$ cat config.mk
export PLATFORM = sky130hd
export DESIGN_NAME = pipeline_stall_ctrl_flat
export DESIGN_NICKNAME = d
export VERILOG_FILES = /design/src/rtl/pipeline_stall_ctrl_pkg.sv /design/src/rtl/pipeline_stall_ctrl_if.sv /design/src/rtl/pipeline_stall_ctrl_hazard_detect.sv /design/src/rtl/pipeline_stall_ctrl.sv /design/src/flat_wrapper.sv
export SDC_FILE = /design/constraint.sdc
export NUM_CORES = 1
export LEC_CHECK = 0
export CORE_MARGIN = 2
export CORE_UTILIZATION = 31
export CTS_CLUSTER_DIAMETER = 60
export DETAILED_ROUTE_END_ITERATION = 8
export PLACE_DENSITY = 0.87
export SLEW_MARGIN = 5
export SYNTH_ARGS = -nofsm -noshare
export SYNTH_HDL_FRONTEND = slang
export SYNTH_HIERARCHICAL = 1
export SYNTH_SLANG_ARGS = --single-unit
export TNS_END_PERCENT = 100
$ cat constraint.sdc
create_clock -name clk -period 2.2 [get_ports clk]
set_input_delay 0.44 -clock clk [delete_from_list [all_inputs] [get_ports clk]]
set_output_delay 0.44 -clock clk [all_outputs]
set_load 0.01 [all_outputs]
$ cat src/rtl/pipeline_stall_ctrl_pkg.sv
// ============================================================================
// pipeline_stall_ctrl_pkg : shared stall-bus encodings and FSM state codes
// Revision: 1.0
// ============================================================================
`default_nettype none

package pipeline_stall_ctrl_pkg;

    localparam int STALL_W  = 6;
    localparam int STALL_PC = 0;
    localparam int STALL_IF = 1;
    localparam int STALL_ID = 2;
    localparam int STALL_EX = 3;

    // Each pattern freezes everything upstream of the stage that takes the bubble
    localparam logic [STALL_W-1:0] STALL_NONE    = 6'b000000;
    localparam logic [STALL_W-1:0] STALL_IFWAIT  = 6'b000011;
    localparam logic [STALL_W-1:0] STALL_LOADUSE = 6'b000111;
    localparam logic [STALL_W-1:0] STALL_MC      = 6'b001111;
    localparam logic [STALL_W-1:0] STALL_MEM     = 6'b011111;

    typedef enum logic [0:0] {
        S_RUN = 1'b0,
        S_MC  = 1'b1
    } state_t;

endpackage

`default_nettype wire

$ cat src/rtl/pipeline_stall_ctrl_if.sv
// ============================================================================
// pipeline_stall_ctrl_if : pipeline request / stall-control bundle
// Revision: 1.0
// ============================================================================
`default_nettype none

interface pipeline_stall_ctrl_if
    import pipeline_stall_ctrl_pkg::*;
#(
    parameter int PERF_W = 32
);
    logic               id_read_en_1;
    logic [4:0]         id_reg_addr_1;
    logic               id_read_en_2;
    logic [4:0]         id_reg_addr_2;
    logic               ex_mem_read;
    logic [4:0]         ex_write_addr;
    logic               ex_mc_start;
    logic               if_stall_req;
    logic               mem_stall_req;
    logic               flush_req;
    logic [STALL_W-1:0] stall;
    logic               flush;
    logic               mc_busy;
    logic               mc_done;
    logic [PERF_W-1:0]  stall_cycles;

    modport master (
        output id_read_en_1, id_reg_addr_1, id_read_en_2, id_reg_addr_2,
        output ex_mem_read, ex_write_addr, ex_mc_start,
        output if_stall_req, mem_stall_req, flush_req,
        input  stall, flush, mc_busy, mc_done, stall_cycles
    );

    modport slave (
        input  id_read_en_1, id_reg_addr_1, id_read_en_2, id_reg_addr_2,
        input  ex_mem_read, ex_write_addr, ex_mc_start,
        input  if_stall_req, mem_stall_req, flush_req,
        output stall, flush, mc_busy, mc_done, stall_cycles
    );
endinterface

`default_nettype wire

$ cat src/rtl/pipeline_stall_ctrl_hazard_detect.sv
// ============================================================================
// pipeline_stall_ctrl_hazard_detect : load-use compare of ID reads vs EX load
// Revision: 1.0
// ============================================================================
`default_nettype none

module pipeline_stall_ctrl_hazard_detect (
    input  wire logic       read_en_1,
    input  wire logic [4:0] reg_addr_1,
    input  wire logic       read_en_2,
    input  wire logic [4:0] reg_addr_2,
    input  wire logic       mem_read,
    input  wire logic [4:0] write_addr,
    output logic            load_use
);
    logic hit_1;
    logic hit_2;

    assign hit_1    = read_en_1 && (reg_addr_1 == write_addr);
    assign hit_2    = read_en_2 && (reg_addr_2 == write_addr);
    // r0 is hardwired to zero, so a load targeting it never creates a dependency
    assign load_use = mem_read && (write_addr != 5'd0) && (hit_1 || hit_2);

endmodule

`default_nettype wire

$ cat src/rtl/pipeline_stall_ctrl.sv
// ============================================================================
// pipeline_stall_ctrl : stall/flush sequencer for the 5-stage pipeline.
// Optional stall performance counter enabled by `STALL_PERF_CNT_EN.
// Revision: 1.0
// ============================================================================
`default_nettype none

module pipeline_stall_ctrl
    import pipeline_stall_ctrl_pkg::*;
#(
    parameter int MC_CYCLES = 32,
    parameter int CNT_W     = 6,
    parameter int PERF_W    = 32
) (
    input  wire logic             clk,
    input  wire logic             rst,
    pipeline_stall_ctrl_if.slave  bus
);
    localparam logic [CNT_W-1:0] MC_LOAD = CNT_W'(MC_CYCLES - 1);

    state_t             state;
    state_t             state_nxt;
    logic [CNT_W-1:0]   cnt;
    logic [CNT_W-1:0]   cnt_nxt;
    logic               load_use;
    logic [STALL_W-1:0] stall_c;
    logic               flush_c;
    logic               busy_c;
    logic               done_c;

    pipeline_stall_ctrl_hazard_detect u_hazard (
        .read_en_1  (bus.id_read_en_1),
        .reg_addr_1 (bus.id_reg_addr_1),
        .read_en_2  (bus.id_read_en_2),
        .reg_addr_2 (bus.id_reg_addr_2),
        .mem_read   (bus.ex_mem_read),
        .write_addr (bus.ex_write_addr),
        .load_use   (load_use)
    );

    always_ff @(posedge clk) begin
        if (!rst) begin
            state <= S_RUN;
            cnt   <= '0;
        end else begin
            state <= state_nxt;
            cnt   <= cnt_nxt;
        end
    end

    always_comb begin
        state_nxt = state;
        cnt_nxt   = cnt;
        stall_c   = STALL_NONE;
        flush_c   = 1'b0;
        busy_c    = 1'b0;
        done_c    = 1'b0;
        if (bus.flush_req) begin
            flush_c   = 1'b1;
            state_nxt = S_RUN;
            cnt_nxt   = '0;
        end else if (bus.mem_stall_req) begin
            // Countdown frozen; an op already in flight still reports busy
            stall_c = STALL_MEM;
            busy_c  = (state == S_MC) && (cnt != '0);
        end else if (state == S_MC) begin
            if (cnt != '0) begin
                stall_c = STALL_MC;
                busy_c  = 1'b1;
                cnt_nxt = cnt - CNT_W'(1);
            end else begin
                done_c    = 1'b1;
                state_nxt = S_RUN;
            end
        end else if (bus.ex_mc_start) begin
            stall_c   = STALL_MC;
            busy_c    = 1'b1;
            cnt_nxt   = MC_LOAD;
            state_nxt = S_MC;
        end else if (load_use) begin
            stall_c = STALL_LOADUSE;
        end else if (bus.if_stall_req) begin
            stall_c = STALL_IFWAIT;
        end
    end

    assign bus.stall   = rst ? stall_c : STALL_NONE;
    assign bus.flush   = rst & flush_c;
    assign bus.mc_busy = rst & busy_c;
    assign bus.mc_done = rst & done_c;

`ifdef STALL_PERF_CNT_EN
    logic [PERF_W-1:0] perf_cnt;

    always_ff @(posedge clk) begin
        if (!rst) begin
            perf_cnt <= '0;
        end else if (stall_c[STALL_ID] && (perf_cnt != {PERF_W{1'b1}})) begin
            perf_cnt <= perf_cnt + PERF_W'(1);
        end
    end

    assign bus.stall_cycles = perf_cnt;
`else
    assign bus.stall_cycles = {PERF_W{1'b0}};
`endif

endmodule

`default_nettype wire

$ cat src/flat_wrapper.sv
// flat-port wrapper written by rule: the top's interface ports become plain ports
module pipeline_stall_ctrl_flat import pipeline_stall_ctrl_pkg::*;
#(
    parameter int MC_CYCLES = 32,
    parameter int CNT_W     = 6,
    parameter int PERF_W    = 32
)
  (clk, rst, bus_id_read_en_1, bus_id_reg_addr_1, bus_id_read_en_2, bus_id_reg_addr_2, bus_ex_mem_read, bus_ex_write_addr, bus_ex_mc_start, bus_if_stall_req, bus_mem_stall_req, bus_flush_req, bus_stall, bus_flush, bus_mc_busy, bus_mc_done, bus_stall_cycles);
  pipeline_stall_ctrl_if #(.PERF_W(PERF_W)) bus_i ();
  input  wire logic clk;
  input  wire logic rst;
  input wire logic [$bits(bus_i.id_read_en_1)-1:0] bus_id_read_en_1;
  input wire logic [$bits(bus_i.id_reg_addr_1)-1:0] bus_id_reg_addr_1;
  input wire logic [$bits(bus_i.id_read_en_2)-1:0] bus_id_read_en_2;
  input wire logic [$bits(bus_i.id_reg_addr_2)-1:0] bus_id_reg_addr_2;
  input wire logic [$bits(bus_i.ex_mem_read)-1:0] bus_ex_mem_read;
  input wire logic [$bits(bus_i.ex_write_addr)-1:0] bus_ex_write_addr;
  input wire logic [$bits(bus_i.ex_mc_start)-1:0] bus_ex_mc_start;
  input wire logic [$bits(bus_i.if_stall_req)-1:0] bus_if_stall_req;
  input wire logic [$bits(bus_i.mem_stall_req)-1:0] bus_mem_stall_req;
  input wire logic [$bits(bus_i.flush_req)-1:0] bus_flush_req;
  output wire logic [$bits(bus_i.stall)-1:0] bus_stall;
  output wire logic [$bits(bus_i.flush)-1:0] bus_flush;
  output wire logic [$bits(bus_i.mc_busy)-1:0] bus_mc_busy;
  output wire logic [$bits(bus_i.mc_done)-1:0] bus_mc_done;
  output wire logic [$bits(bus_i.stall_cycles)-1:0] bus_stall_cycles;
  assign bus_i.id_read_en_1 = bus_id_read_en_1;
  assign bus_i.id_reg_addr_1 = bus_id_reg_addr_1;
  assign bus_i.id_read_en_2 = bus_id_read_en_2;
  assign bus_i.id_reg_addr_2 = bus_id_reg_addr_2;
  assign bus_i.ex_mem_read = bus_ex_mem_read;
  assign bus_i.ex_write_addr = bus_ex_write_addr;
  assign bus_i.ex_mc_start = bus_ex_mc_start;
  assign bus_i.if_stall_req = bus_if_stall_req;
  assign bus_i.mem_stall_req = bus_mem_stall_req;
  assign bus_i.flush_req = bus_flush_req;
  assign bus_stall = bus_i.stall;
  assign bus_flush = bus_i.flush;
  assign bus_mc_busy = bus_i.mc_busy;
  assign bus_mc_done = bus_i.mc_done;
  assign bus_stall_cycles = bus_i.stall_cycles;
  pipeline_stall_ctrl #(.MC_CYCLES(MC_CYCLES), .CNT_W(CNT_W), .PERF_W(PERF_W)) u_core (.clk(clk), .rst(rst), .bus(bus_i));
endmodule
Yosys cells after proc, flatten, opt, wreduce, memory -nomap -nowiden
Cells that the tools add are included.
{"block": "totals", "register_bits": 7, "latchBits": 0, "ramBits": 0, "romBits": 0, "inputBits": 24, "output_inout_bits": 41, "wordCells": 43, "n_memories": 0}
{"block": "op_classes", "n_addsub": 1, "mul": 0, "div_mod_pow": 0, "n_lt_le_gt_ge": 0, "eq_ne": 3, "n_shift": 0, "n_mux": 21, "bitwise_logic": 5, "reduce_logical": 11}
{"cell": "6-bit 2-to-1 mux", "count": 9}
{"cell": "5-bit == test", "count": 2}
{"cell": "1-bit 2-to-1 mux", "count": 10}
{"cell": "6-bit nonzero test", "count": 1}
{"cell": "6-bit by 1-bit subtractor with 6-bit output (second input constant)", "count": 1}
{"cell": "1-bit logical AND", "count": 5}
{"cell": "5-bit nonzero test", "count": 1}
{"cell": "4-bit 2-to-1 mux", "count": 1}
{"cell": "1-bit AND", "count": 3}
{"cell": "3-bit AND reduction", "count": 1}
{"cell": "2-bit 2-to-1 mux", "count": 1}
{"cell": "2-bit != test (second input constant)", "count": 1}
{"cell": "1-bit NOT", "count": 2}
{"cell": "2-bit nonzero test", "count": 1}
{"cell": "2-bit OR reduction", "count": 1}
{"cell": "1-bit logical OR", "count": 1}

Depth between registers and ports, before layout
Gate-level depths: netlist of the first run.
{"block": "logic_depth", "word_depth": 10, "mapped_depth": 8, "depth_no_buf": 7}

Cells and area by module
Netlist of the first run, hierarchy kept.
{"module": "pipeline_stall_ctrl", "n_inst": 1, "cells_per_inst": 92, "area_each_um2": 740.7, "seq_area_each_um2": 140.1}
{"module": "pipeline_stall_ctrl_hazard_detect", "n_inst": 1, "cells_per_inst": 17, "area_each_um2": 133.9, "seq_area_each_um2": 0.0}

Worst setup path after synthesis of the first run
No wires, ideal clock.
{"block": "synth_path", "kind": "in2out", "startpoint": "in bus_ex_write_addr[0]", "endpoint": "out bus_stall[1]", "arrival_ns": 1.934, "required_ns": 1.760, "slack_ns": -0.174, "cell_stages": 7, "n_path_buf": 1, "cell_sequence": "or4_1 -> o21ai_1 -> a21oi_1 -> or4_1 -> o21ai_0 -> a21oi_1 -> buf_4"}
{"block": "synth_between", "elab_chain_cells": 10, "word_cells_on_any_way": 14, "cone_classes": "2 x eq/ne; 6 x mux; 6 x reduce/logical"}
{"element": "start: declaration", "line": "flat_wrapper.sv:17", "rtl": "input wire logic [$bits(bus_i.ex_write_addr)-1:0] bus_ex_write_addr;"}
{"element": "5-bit == test (on tied branches)", "line": "pipeline_stall_ctrl_hazard_detect.sv:19, pipeline_stall_ctrl_hazard_detect.sv:20"}
{"element": "1-bit logical AND (on tied branches)", "line": "pipeline_stall_ctrl_hazard_detect.sv:19, pipeline_stall_ctrl_hazard_detect.sv:20"}
{"element": "1-bit logical OR", "line": "pipeline_stall_ctrl_hazard_detect.sv:22", "rtl": "assign load_use = mem_read && (write_addr != 5'd0) && (hit_1 || hit_2);"}
{"element": "1-bit logical AND (*)", "line": "pipeline_stall_ctrl_hazard_detect.sv:22"}
{"element": "via u_core.load_use", "line": "pipeline_stall_ctrl.sv:25", "rtl": "logic load_use;"}
{"element": "6-bit 2-to-1 mux (*)", "line": "pipeline_stall_ctrl.sv:80", "rtl": "end else if (load_use) begin"}
{"element": "6-bit 2-to-1 mux (*)", "line": "pipeline_stall_ctrl.sv:75", "rtl": "end else if (bus.ex_mc_start) begin"}
{"element": "6-bit 2-to-1 mux (*)", "line": "pipeline_stall_ctrl.sv:66", "rtl": "end else if (state == S_MC) begin"}
{"element": "6-bit 2-to-1 mux (*)", "line": "pipeline_stall_ctrl.sv:62", "rtl": "end else if (bus.mem_stall_req) begin"}
{"element": "6-bit 2-to-1 mux (*)", "line": "pipeline_stall_ctrl.sv:58", "rtl": "if (bus.flush_req) begin"}
{"element": "6-bit 2-to-1 mux (*)", "line": "pipeline_stall_ctrl.sv:87", "rtl": "assign bus.stall = rst ? stall_c : STALL_NONE;"}
{"element": "end: declaration", "line": "flat_wrapper.sv:22", "rtl": "output wire logic [$bits(bus_i.stall)-1:0] bus_stall;"}
The timed path passes the listed nets; every way through them passes the cells marked *.

Worst setup path in the final report of the first run
{"block": "layout_path", "startpoint": "in bus_ex_write_addr[2]", "endpoint": "out bus_stall[1]"}
The elaborated chain is that of the path after synthesis.

==> impl_metrics.yaml, run 1 <==
sta:
  setup_viol: 5
  finalClockSkew_ps: 1.23
  setup_ws_ps: -235
  rsz0062_at_grt: "true"
  final_max_slew_viol_count: 0
  min_period_ps: 2440
  fmax_ghz: 0.411
  hold_viol_final: 0
  post-route-period-util_pct: 111
drt:
  drt-initial-drc-count: 22
  drc_errors: 0
  drt-total-wl_microns: 2360
  route.met3.wl_microns: 110
  drtAntennaViolNets: 0
  drt-wirelength-per-cell_microns: 12.2
  dr.max_layer_used: "met4"
  viasPerCell: 4.53
  num_vias: 879
  drtPass1Iterations: 4
  routed-wl-met2_microns: 1190
  m1WireLength_microns: 1010
synthesis:
  yosys_warnings: 6
  synth_commonest_cells: "buf_4, xor2_1, dfxtp_1"
  synth_ff_type: "dfxtp_1"
  async_flop_share_pct: 0
  yosysTopAreaCellShare_pct: 29.2
  synth_sequential_area_ratio_pct: 16.0
  synth_top_cell_by_area: "buf_4"
  synth_top_cells_by_area: "buf_4, dfxtp_1, xor2_1, a21oi_1, nor2b_1"
  synthCells: 109
  ys_ff_latch: 7
  syn_area_per_cell_sq_um: 8.02
  synth_most_common_cell: "buf_4"
  synth-edff-count: 0
  syn-cell-area_sq_um: 875
  yosysUniqueCellTypes: 38
layout:
  antennaDiodeCount: 0
  final_cells: 194
  syn2layout_area_growth_pct: 46.8
  nets: 189
  final_layout_size_suffix_gt1_share_pct: 30.1
global_routing:
  grt_pass1_vias: 821
  track_usage_pct: 14.3
  grt_remaining_overflow: 0
  grt_pass1_wl_microns: 3740
  antenna_found_initial: 0
  grt_max_degree: 7
pwr:
  power.density_nw_per_um2: 349
  p_int_uw: 296
  pwr-share-comb_pct: 43.3
  seqPwrFrac_pct: 30.0
  leakage_uw: 0.000620
  irDropWorstVdd_uv: 283
  design_power_total_uw: 448
  clock_power_share_pct: 26.7
  switchingPower_uw: 153
  switching_share_pct: 34.1
run_status:
  run_status: "complete, but fails checks"
  violations: "setup timing"
placement:
  place.gp.congestion: 0.840
  dp_hpwl_microns: 1890
  place_inst: 188
  io_buffers: 31
worst_setup_path:
  critPathTopFamily: "simple AND/OR/NAND/NOR gates"
  end_kind: "output port"
  path_class: "primary input to output port"
  cp_slowest_cell: "or4_4"
  cp.required_ps: 1760
  start_kind: "primary input"
  max_stage_delay_ps: 540
  crit_chain: "buf_6 -> or4_4 -> o21ai_4 -> a21oi_2 -> or4_1 -> o21ai_2 -> a21oi_2 -> buf_2"
  cp_common_cell: "a21oi_2"
  path_buf_inv: 2
  crit_fanout: 2
  cp.arrival_ps: 2000
clock_network:
  cts_root_buffer: "clkbuf_4"
  tritoncts: "built"
  cts_hold_buf: 0
  cts_max_level: 1
  clk_pin_slew_ps: 60
  cts_made_buffers: 3
  clockBufferDepth: 2
  insertion_delay_ps: 250
  clock-sinks: 7
floorplan:
  ios: 65
  start_util_pct: 32.3
  fp.dieH_microns: 57.1
  core_area_sq_um: 2710
  die_w_microns: 57.1
  dieArea_sq_um: 3260
  rows: 19
min_path:
  hold_class: "flip-flop to flip-flop"
job:
  cap_violations: 0
layer usage:
layer / up-vias / track usage (%)
met5: - / 0
met4: 0 / 5.65
met1: 408 / 18.4
met2: 42 / 24.3
li1: 423 / -
met3: 6 / 1.59
placed cells by master, fill, tap and decap left out, types with 3 or more instances in the layout:
cell type | Yosys | final
a21oi_1 | 6 | 4
buf_2 | 1 | 6
buf_4 | 34 | 23
buf_6 | 1 | 4
clkbuf_4 | 0 | 3
clkdlybuf4s50_1 | 0 | 11
conb_1 | 1 | 33
dfxtp_1 | 7 | 7
dlygate4sd2_1 | 0 | 8
inv_1 | 4 | 4
nand3_1 | 3 | 3
nor2_1 | 5 | 4
nor2b_1 | 4 | 4
xor2_1 | 8 | 6
worst paths after layout:
| kind | from | end | slack (ps) | cells after the start |
|---|---|---|---|---|
| setup / recovery | bus_ex_write_addr[2] | bus_stall[1] | -240 | 8 |
| hold / removal | u_core/cnt[5] | u_core/cnt[5] | 570 | 3 |
| setup reg to reg | u_core/cnt[0] | u_core/cnt[0] | 490 | 6 |
| hold reg to reg | u_core/cnt[5] | u_core/cnt[5] | 570 | 3 |
stage by stage:
step	hold WS (ps)	util, %	setup WS [ps]	setup TNS (ps)	area [sq um]
after detailed placement	558	45.7	-928	-3280	1240
after CTS	565	46.0	-284	-737	1250
after global placement	545	45.7	-870	-3040	1240
after floorplan	502	-	-87.5	-87.5	998
final	566	47.4	-235	-722	1280
after global routing	613	47.4	-279	-1100	1280
registers in the layout (all words and copies together) (netlist names):
register      count
u_core/cnt        6
u_core/state      1
repair_timing:
action | CTS | global route
gates resized for setup | 54 | 11
endpoints found under the setup margin | 7 | 6
cloned | 0 | 0
pin swaps | 15 | 6
buffers inserted | 2 | 0
worst min-delay path, cell delays in order (launching register included):
cell	delay, ps
dfxtp_1	340
nor2_1	50
nand4_1	70
a21oi_1	50
cell type report:
cell class / count / area [sq um]
tap: 31 / 38.8
timing repair buffer: 55 / 453
sequential: 7 / 140
fill: 249 / 1430
clock buffer: 4 / 26.3
multi-input combinational: 93 / 611
inverter: 4 / 15.0
power by group through the flow:
stage / Clock (uW) / Combinational (uW) / Sequential [uW]
after floorplan: 0 / 134 / 137
after global placement: 0 / 184 / 137
after detailed placement: 0 / 188 / 137
after CTS: 122 / 181 / 134
after global routing: 124 / 208 / 135
final: 120 / 194 / 135
logic make-up (layout without fill, tap and decap cells):
family          count (synthesis)  after routing  synth area share, %
compound gates                 19             19                 17.2
xor+xnor                       10             10                 10.0
fa+ha+maj                       1              1                 1.43
buf+inv                        41             63                 33.2
flops                           7              7                 16.0
mux                             1              1                 1.14
other cells                     1             33                0.429
simple gates                   29             29                 20.6
Note: power is estimated with default switching activity, not from simulation.
==> run 2: changes to the inputs <==
--- a/config.mk
+++ b/config.mk
@@ -7,7 +7,6 @@
 export LEC_CHECK = 0
 export CORE_MARGIN = 2
 export CORE_UTILIZATION = 31
-export CTS_CLUSTER_DIAMETER = 60
 export DETAILED_ROUTE_END_ITERATION = 8
 export PLACE_DENSITY = 0.87
 export SLEW_MARGIN = 5
==> results of run 2 <==
No change in the layout: final DEF, timing and power equal those of run 1.
